<file path="src/rtl/stepdown_prio_sched.sv">
// stepdown_prio_sched
// Two-requester grant scheduler driving a priority cell. A request seen in
// IDLE arms the cell for one cycle (the skew codes are latched then). The
// winner is granted in GRANT until a release arrives after the minimum hold
// time has run out. One DRAIN cycle then returns the block to IDLE.
//
// Optional feature: define STEPDOWN_PRIO_ROTATE_EN to break ties round-robin.
// The last-winner register exists only in that build. Without the macro,
// req0 always wins a tie.
//
// Ports
//   clk                    rising-edge clock
//   rb                     asynchronous active-low reset
//   CELV, CELG, CELSUB     supply/ground/substrate pass-through (no logic)
//   req0, req1             level requests (requester 0 / requester X)
//   rel                    level release from the current owner
//   tstate_en              scheduler enable
//   prio0_cfg, priox_cfg   skew codes, latched on IDLE->ARM
//   hold_min               minimum GRANT cycles before rel is honoured
//   gnt0, gnt1             one-hot registered grants
//   busy                   registered (state != IDLE)
//   Tstate                 registered, high in ARM and GRANT
//   Tpriority0, TpriorityX registered skew codes
module stepdown_prio_sched #(
    parameter int unsigned SKEW_W = 2,
    parameter int unsigned HOLD_W = 4
) (
    input  logic              clk,
    input  logic              rb,
    input  logic              CELV,
    input  logic              CELG,
    input  logic              CELSUB,
    input  logic              req0,
    input  logic              req1,
    input  logic              rel,
    input  logic              tstate_en,
    input  logic [SKEW_W-1:0] prio0_cfg,
    input  logic [SKEW_W-1:0] priox_cfg,
    input  logic [HOLD_W-1:0] hold_min,
    output logic              gnt0,
    output logic              gnt1,
    output logic              busy,
    output logic              Tstate,
    output logic [SKEW_W-1:0] Tpriority0,
    output logic [SKEW_W-1:0] TpriorityX
);

    typedef enum logic [1:0] {IDLE, ARM, GRANT, DRAIN} state_e;

    localparam logic [HOLD_W-1:0] HOLD_ONE = {{(HOLD_W-1){1'b0}}, 1'b1};

    state_e            state_q, state_d;
    logic [HOLD_W-1:0] hold_q, hold_d;
    logic              gnt0_q, gnt0_d;
    logic              gnt1_q, gnt1_d;
    logic              busy_q, busy_d;
    logic              tstate_q, tstate_d;
    logic [SKEW_W-1:0] tp0_q, tp0_d;
    logic [SKEW_W-1:0] tpx_q, tpx_d;
    logic              pick0;

    // Power pins carry no logic; fold them into a sink net.
    logic unused_pwr;
    assign unused_pwr = CELV ^ CELG ^ CELSUB;

`ifdef STEPDOWN_PRIO_ROTATE_EN
    // last_x_q=1: requester X won the previous grant.
    logic last_x_q, last_x_d;
    assign pick0 = req0 & (~req1 | last_x_q);
`else
    assign pick0 = req0;
`endif

    // State and output registers
    always_ff @(posedge clk or negedge rb) begin
        if (!rb) begin
            state_q  <= IDLE;
            hold_q   <= '0;
            gnt0_q   <= 1'b0;
            gnt1_q   <= 1'b0;
            busy_q   <= 1'b0;
            tstate_q <= 1'b0;
            tp0_q    <= '0;
            tpx_q    <= '0;
`ifdef STEPDOWN_PRIO_ROTATE_EN
            last_x_q <= 1'b1;
`endif
        end else begin
            state_q  <= state_d;
            hold_q   <= hold_d;
            gnt0_q   <= gnt0_d;
            gnt1_q   <= gnt1_d;
            busy_q   <= busy_d;
            tstate_q <= tstate_d;
            tp0_q    <= tp0_d;
            tpx_q    <= tpx_d;
`ifdef STEPDOWN_PRIO_ROTATE_EN
            last_x_q <= last_x_d;
`endif
        end
    end

    // Next-state logic
    always_comb begin
        state_d = state_q;
        case (state_q)
            IDLE:    if (tstate_en && (req0 || req1)) state_d = ARM;
            ARM: begin
                if (!tstate_en)          state_d = DRAIN;
                else if (req0 || req1)   state_d = GRANT;
                else                     state_d = IDLE;
            end
            GRANT:   if (!tstate_en || (rel && hold_q == '0)) state_d = DRAIN;
            DRAIN:   state_d = IDLE;
            default: state_d = IDLE;
        endcase
    end

    // Outputs are computed from the next state so that they land in
    // registers together with it.
    always_comb begin
        hold_d = hold_q;
        gnt0_d = 1'b0;
        gnt1_d = 1'b0;
        tp0_d  = tp0_q;
        tpx_d  = tpx_q;
`ifdef STEPDOWN_PRIO_ROTATE_EN
        last_x_d = last_x_q;
`endif
        if (state_q == IDLE && state_d == ARM) begin
            tp0_d = prio0_cfg;
            tpx_d = priox_cfg;
        end
        if (state_q == ARM && state_d == GRANT) begin
            gnt0_d = pick0;
            gnt1_d = ~pick0;
            hold_d = hold_min;
`ifdef STEPDOWN_PRIO_ROTATE_EN
            last_x_d = ~pick0;
`endif
        end else if (state_q == GRANT && state_d == GRANT) begin
            gnt0_d = gnt0_q;
            gnt1_d = gnt1_q;
            if (hold_q != '0) hold_d = hold_q - HOLD_ONE;
        end
        busy_d   = (state_d != IDLE);
        tstate_d = (state_d == ARM) || (state_d == GRANT);
    end

    assign gnt0       = gnt0_q;
    assign gnt1       = gnt1_q;
    assign busy       = busy_q;
    assign Tstate     = tstate_q;
    assign Tpriority0 = tp0_q;
    assign TpriorityX = tpx_q;

endmodule

</file>
<file path="config.mk">
export PLATFORM = sky130hd
export DESIGN_NAME = stepdown_prio_sched
export DESIGN_NICKNAME = d
export VERILOG_FILES = /design/src/rtl/stepdown_prio_sched.sv
export SDC_FILE = /design/constraint.sdc
export NUM_CORES = 1
export LEC_CHECK = 0
export CAP_MARGIN = 20
export CORE_ASPECT_RATIO = 1.75
export CORE_MARGIN = 3
export CORE_UTILIZATION = 30
export CTS_BUF_LIST = sky130_fd_sc_hd__clkbuf_16
export DETAILED_ROUTE_END_ITERATION = 8
export GPL_TIMING_DRIVEN = 0
export SYNTH_ARGS = -nofsm -noshare
export SYNTH_HDL_FRONTEND = slang
export SYNTH_SLANG_ARGS = --single-unit
</file>
<file path="constraint.sdc">
create_clock -name clk -period 4.7 [get_ports clk]
set_input_delay 0.47 -clock clk [delete_from_list [all_inputs] [get_ports clk]]
set_output_delay 0.47 -clock clk [all_outputs]
set_load 0.1 [all_outputs]
</file>
==> metrics.txt, run 1 <==
count of state elements after synthesis 14; DR vias 559; Worst Tran Pin Value 0.9800 ns; synthesis-to-layout area growth 43.10%; largest net degree at the start of global routing 15; Die W 43.40 um; DRC Markers 0; RSZ-0062 raised after global routing false; Clk pin slew, worst setup/hold paths 0.04 ns; arrival time at the worst endpoint 2.65 ns; Vias/cell 4.904; Routed WL 1.521 mm; Max Cap Viol 0; placed cell areas 975.9 um2; status completed; post-synthesis average cell area 11.30 um2; grt ovf 0; Synth area leader dfrtp_1; share of the synthesized area in the top cell type 0.4770; first-pass GRT wire length 2.649 mm; Starting Density 0.3190; Ports 25; Gate Count Post-Synth 65; TritonRoute pass-1 iters 4; number of gates resized after CTS 0; Peak Freq 402.0 MHz; worst relative slew slack 0.3446; core area 2302 um2; number of core rows 23; Final ANT Viol Nets 0; layout cell share with drive strength beyond 1 0.1461; # port buffers 21; async set-or-reset flop fraction in the synthesized netlist 1.000; hpwl dp 1.265 mm; final setup vio count 0; most frequent CP cell ha_1; hold buffer count at CTS 0; met2 Use GR 0.2076; most common cell after layout, fill and taps aside clkdlybuf4s50_1; Post-CTS Setup Inserts 0; Final period util 0.5293; # placed instances 111; Finished Layout Cells 114; Die Y 71.46 um; CTS root buf clkbuf_16; Primary FF master, synth dfrtp_1; GR Layer Usage met1 0.1116; Total Die Area 3101 um2; min Tclk post-route 2.488 ns; busiest layer in global routing met2; yosys warns 0; Setup CP Type reg2reg; WL per Instance 13.34 um; Post-synth EDFFs 0; total CTS buffers 3; crit start category flip-flop; total clock sinks 14; H-tree levels 1; Slowest-stage cell, CP dfrtp_1; antenna cells 0; worst min-delay path category reg2reg; Hold Fails Final Rpt 0; Tot GR Track Use 0.1123; GP Congestion 0.6679; CP bufs+invs 1; initial antenna violation count 0; commonest cells after routing, fill and taps aside clkdlybuf4s50_1, dfrtp_1, nor2_1, a21oi_1, ha_1; critical path, cell by cell inv_1 -> ha_1 -> nor3b_2 -> a21bo_1 -> a21oi_1 -> o22a_1 -> ha_1 -> and3b_4 -> mux2_4 -> a21oi_2; met3 Use GR 0.02261; setup TNS 0 ns; synthesized area 734.5 um2; max incr delay on CP 0.41 ns; Crit path required time 4.87 ns; delay-heaviest family, CP compound AO/OA/AOI/OAI gates; Final Max Slew Viols 0; final net count 113; worst skew pair latency 0.24 ns; CTS tree done; Synthesized Nets 87; Yosys cell types 30; Iteration-0 DRC Markers 2; post-synthesis sequential area ratio 0.4770; final design utilization 0.4565; fin area 1051 um2; top post-synthesis cells by area dfrtp_1, ha_1, mux2_2, a21oi_1, nor3b_2; CTS Buffer Depth 2; vias in the first global route 619; Worst Clk Skew 0.002384 ns; crit path max fanout 7; nature of the critical path endpoint flip-flop
==> routing by layer <==
| layer | wire (um) | up-vias |
|---|---|---|
| met5 | 0 | - |
| met4 | 14 | 0 |
| met3 | 69 | 2 |
| met2 | 923 | 13 |
| met1 | 514 | 264 |
| li1 | - | 280 |
==> sequential cells by signal (all words and copies together) (netlist names) <==
signal,count
Tpriority0,2
busy,1
gnt1,1
gnt0,1
Tstate,1
hold_q,4
state_q,2
TpriorityX,2
==> logic make-up after synthesis <==
kind of cell | after synthesis | synth area share
and+or+nand+nor | 24 | 0.2147
adders and majority gates | 5 | 0.08518
AOI/OAI and AO/OA | 12 | 0.1090
muxes | 5 | 0.08176
DFF | 14 | 0.4770
xor gates and xnor gates | 1 | 0.01193
buffers and inverters | 4 | 0.02044
==> final cells by class <==
| class | count | area, um2 |
|---|---|---|
| Clock buffer | 3 | 75.07 |
| Fill cell | 250 | 1251 |
| Inverter | 4 | 15.01 |
| Multi-Input combinational cell | 47 | 369.1 |
| Sequential cell | 14 | 350.3 |
| Tap cell | 25 | 31.28 |
| Timing Repair Buffer | 21 | 210.2 |
==> per-stage QoR <==
step,hold slack [ns],worst slack [ns]
6_report,0.4939,2.212
5_1_grt,0.5207,2.034
4_1_cts,0.5014,2.177
3_5_place_dp,0.4968,2.041
3_3_place_gp,0.4712,2.057
2_1_floorplan,0.1744,2.466
==> worst paths after layout <==
path                                    start             to  slack (ns)  depth (start not counted)
worst min register to register  Tpriority0[1]  Tpriority0[1]        0.49                          1
worst max-delay path                hold_q[0]      hold_q[1]        2.21                         10
min in group asynchronous                  rb  TpriorityX[1]        0.63                          1
worst max register to register      hold_q[0]      hold_q[1]        2.21                         10
max in group asynchronous                  rb      hold_q[3]        3.68                          1
worst min-delay path            Tpriority0[1]  Tpriority0[1]        0.49                          1
==> cell usage after synthesis, types with 2 or more instances <==
library cell   n
a21oi_1        5
nand3_1        3
inv_1          4
nor2_1         5
nand2_1        3
dfrtp_1       14
nor3b_2        2
mux2_2         3
ha_1           5
Power of run 1 is left out: the tool's default activity adds up to more than one toggle a clock period on the data nets, which glitch-free logic cannot reach.
==> run 2: changes to the inputs <==
- clock period: 4.7 -> 2.39 ns (I/O delays scaled with it)
==> run 2 against run 1 <==
- clock skew barely moved
- non-clock buffer count rose by 2
- fmax rose by 9.1%
- die area did not move
- critical path depth did not move
- routed wire length rose by 5.6%
- critical path type unchanged
- critical endpoint unchanged
- register-to-register slack got worse by 2.1 ns
- core utilization rose by 1.9 points
==> metrics.txt, run 2 (synthesis gave the netlist of run 1 again) <==
Ports 25; initial antenna violation count 0; CP bufs+invs 1; grt ovf 0; crit start category flip-flop; Finished Layout Cells 116; Final Max Slew Viols 0; delay-heaviest family, CP compound AO/OA/AOI/OAI gates; total clock sinks 14; Final ANT Viol Nets 0; Vias/cell 5.026; R2R depth 10; Crit path required time 2.56 ns; WL per Instance 13.84 um; worst relative slew slack 0.3446; Slowest-stage cell, CP dfrtp_1; Tot GR Track Use 0.1128; worst skew pair latency 0.24 ns; CTS tree done; status completed; total CTS buffers 3; largest net degree at the start of global routing 15; CTS root buf clkbuf_16; hold buffer count at CTS 0; Final period util 0.9539; GP Congestion 0.6679; Total Die Area 3101 um2; number of core rows 23; most common cell after layout, fill and taps aside clkdlybuf4s50_1; layout cell share with drive strength beyond 1 0.1868; Peak Freq 438.6 MHz; DRC Markers 0; Die W 43.40 um; crit path max fanout 7; hpwl dp 1.265 mm; Clk pin slew, worst setup/hold paths 0.04 ns; fin area 1095 um2; CTS Buffer Depth 2; H-tree levels 1; # port buffers 21; most frequent CP cell a21oi_2; max FFs per register 4; first-pass GRT wire length 2.656 mm; Setup CP Type reg2reg; Iteration-0 DRC Markers 9; placed cell areas 975.9 um2; min Tclk post-route 2.280 ns; critical path, cell by cell inv_1 -> ha_1 -> nor3b_4 -> a21bo_1 -> a21oi_2 -> o22a_1 -> ha_4 -> and3b_4 -> mux2_4 -> a21oi_2; Routed WL 1.606 mm; Most flops, register hold_q; # placed instances 111; DR vias 583; reg2reg setup slack 0.11 ns; Worst Clk Skew 0.002673 ns; Worst Tran Pin Value 0.9800 ns; antenna cells 0; nature of the critical path endpoint flip-flop; TritonRoute pass-1 iters 4; arrival time at the worst endpoint 2.45 ns; final net count 115; Max Cap Viol 0; Die Y 71.46 um; commonest cells after routing, fill and taps aside clkdlybuf4s50_1, dfrtp_1, nor2_1; smallest hold slack 0.3936 ns; stages on the worst setup path 10; worst min-delay path category in2async; final setup vio count 0; core area 2302 um2; Hold Fails Final Rpt 0; max incr delay on CP 0.37 ns; vias in the first global route 626; synthesis-to-layout area growth 49.06%; Starting Density 0.3190
run 2: cell count changes in the layout (fill, tap and decap cells not counted):
| cell | before | now |
|---|---|---|
| a21oi_1 | 5 | 4 |
| a21oi_2 | 1 | 2 |
| buf_4 | 0 | 2 |
| ha_1 | 5 | 4 |
| ha_4 | 0 | 1 |
| nor3b_2 | 2 | 0 |
| nor3b_4 | 0 | 2 |
run 2: metrics by stage:
stage / setup TNS, ns / setup slack (ns) / util
2_1_floorplan: 0 / 0.1562 / -
6_report: 0 / 0.1101 / 0.4755
4_1_cts: 0 / 0.02733 / 0.4652
3_5_place_dp: -0.08682 / -0.08682 / 0.4239
3_3_place_gp: -0.05437 / -0.05437 / 0.4239
5_1_grt: -0.03469 / -0.01058 / 0.4755
run 2: cell type report:
class,instances,area [um2]
flip-flops and latches,14,350.3
inverters,4,15.01
well taps,25,31.28
repair buffers,23,225.2
clock buffers,3,75.07
fillers,243,1207
multi-input cells,47,397.9
run 2: path summary, 6_finish.rpt:
kind / startpoint / endpoint
setup / recovery: hold_q[1] / hold_q[1]
hold / removal: rb / TpriorityX[1]
setup reg to reg: hold_q[1] / hold_q[1]
hold reg to reg: Tpriority0[1] / Tpriority0[1]
max in group asynchronous: rb / hold_q[3]
min in group clk: Tpriority0[1] / Tpriority0[1]
run 2: worst reg2reg max path, stage by stage (launching register included):
cell and delay (ns):
dfrtp_1 0.37, inv_1 0.08, ha_1 0.18, nor3b_4 0.15, a21bo_1 0.20, a21oi_2 0.17, o22a_1 0.21, ha_4 0.18
and3b_4 0.23, mux2_4 0.31, a21oi_2 0.13
run 2: repair_timing:
| item | in CTS | in global routing |
|---|---|---|
| pin swaps | 0 | 2 |
| setup buffers | 1 | 1 |
| gates resized for setup | 2 | 3 |
| endpoints found under the setup margin | 2 | 6 |
run 2: layer usage:
metal | part of all wire | track usage | up-vias
met5 | 0 | 0 | -
met4 | 0.020 | 0.06040 | 0
met3 | 0.042 | 0.02261 | 5
met2 | 0.60 | 0.2092 | 14
met1 | 0.34 | 0.1116 | 276
li1 | - | - | 288
Power of run 2 is left out for the same reason.
==> run 3: changes to the inputs <==
--- a/config.mk
+++ b/config.mk
@@ -12,4 +12,6 @@
 export CTS_BUF_LIST = sky130_fd_sc_hd__clkbuf_16
+export CTS_CLUSTER_SIZE = 40
 export DETAILED_ROUTE_END_ITERATION = 8
 export GPL_TIMING_DRIVEN = 0
+export REMOVE_ABC_BUFFERS = 1
 export SYNTH_ARGS = -nofsm -noshare
--- a/constraint.sdc
+++ b/constraint.sdc
@@ -3,2 +3,2 @@
 set_output_delay 0.239 -clock clk [all_outputs]
-set_load 0.1 [all_outputs]
+set_load 0.01 [all_outputs]
==> results of run 3 <==
Same layout as run 2 (identical final DEF). Status: completed.
Note: power is estimated with default switching activity, not from simulation.
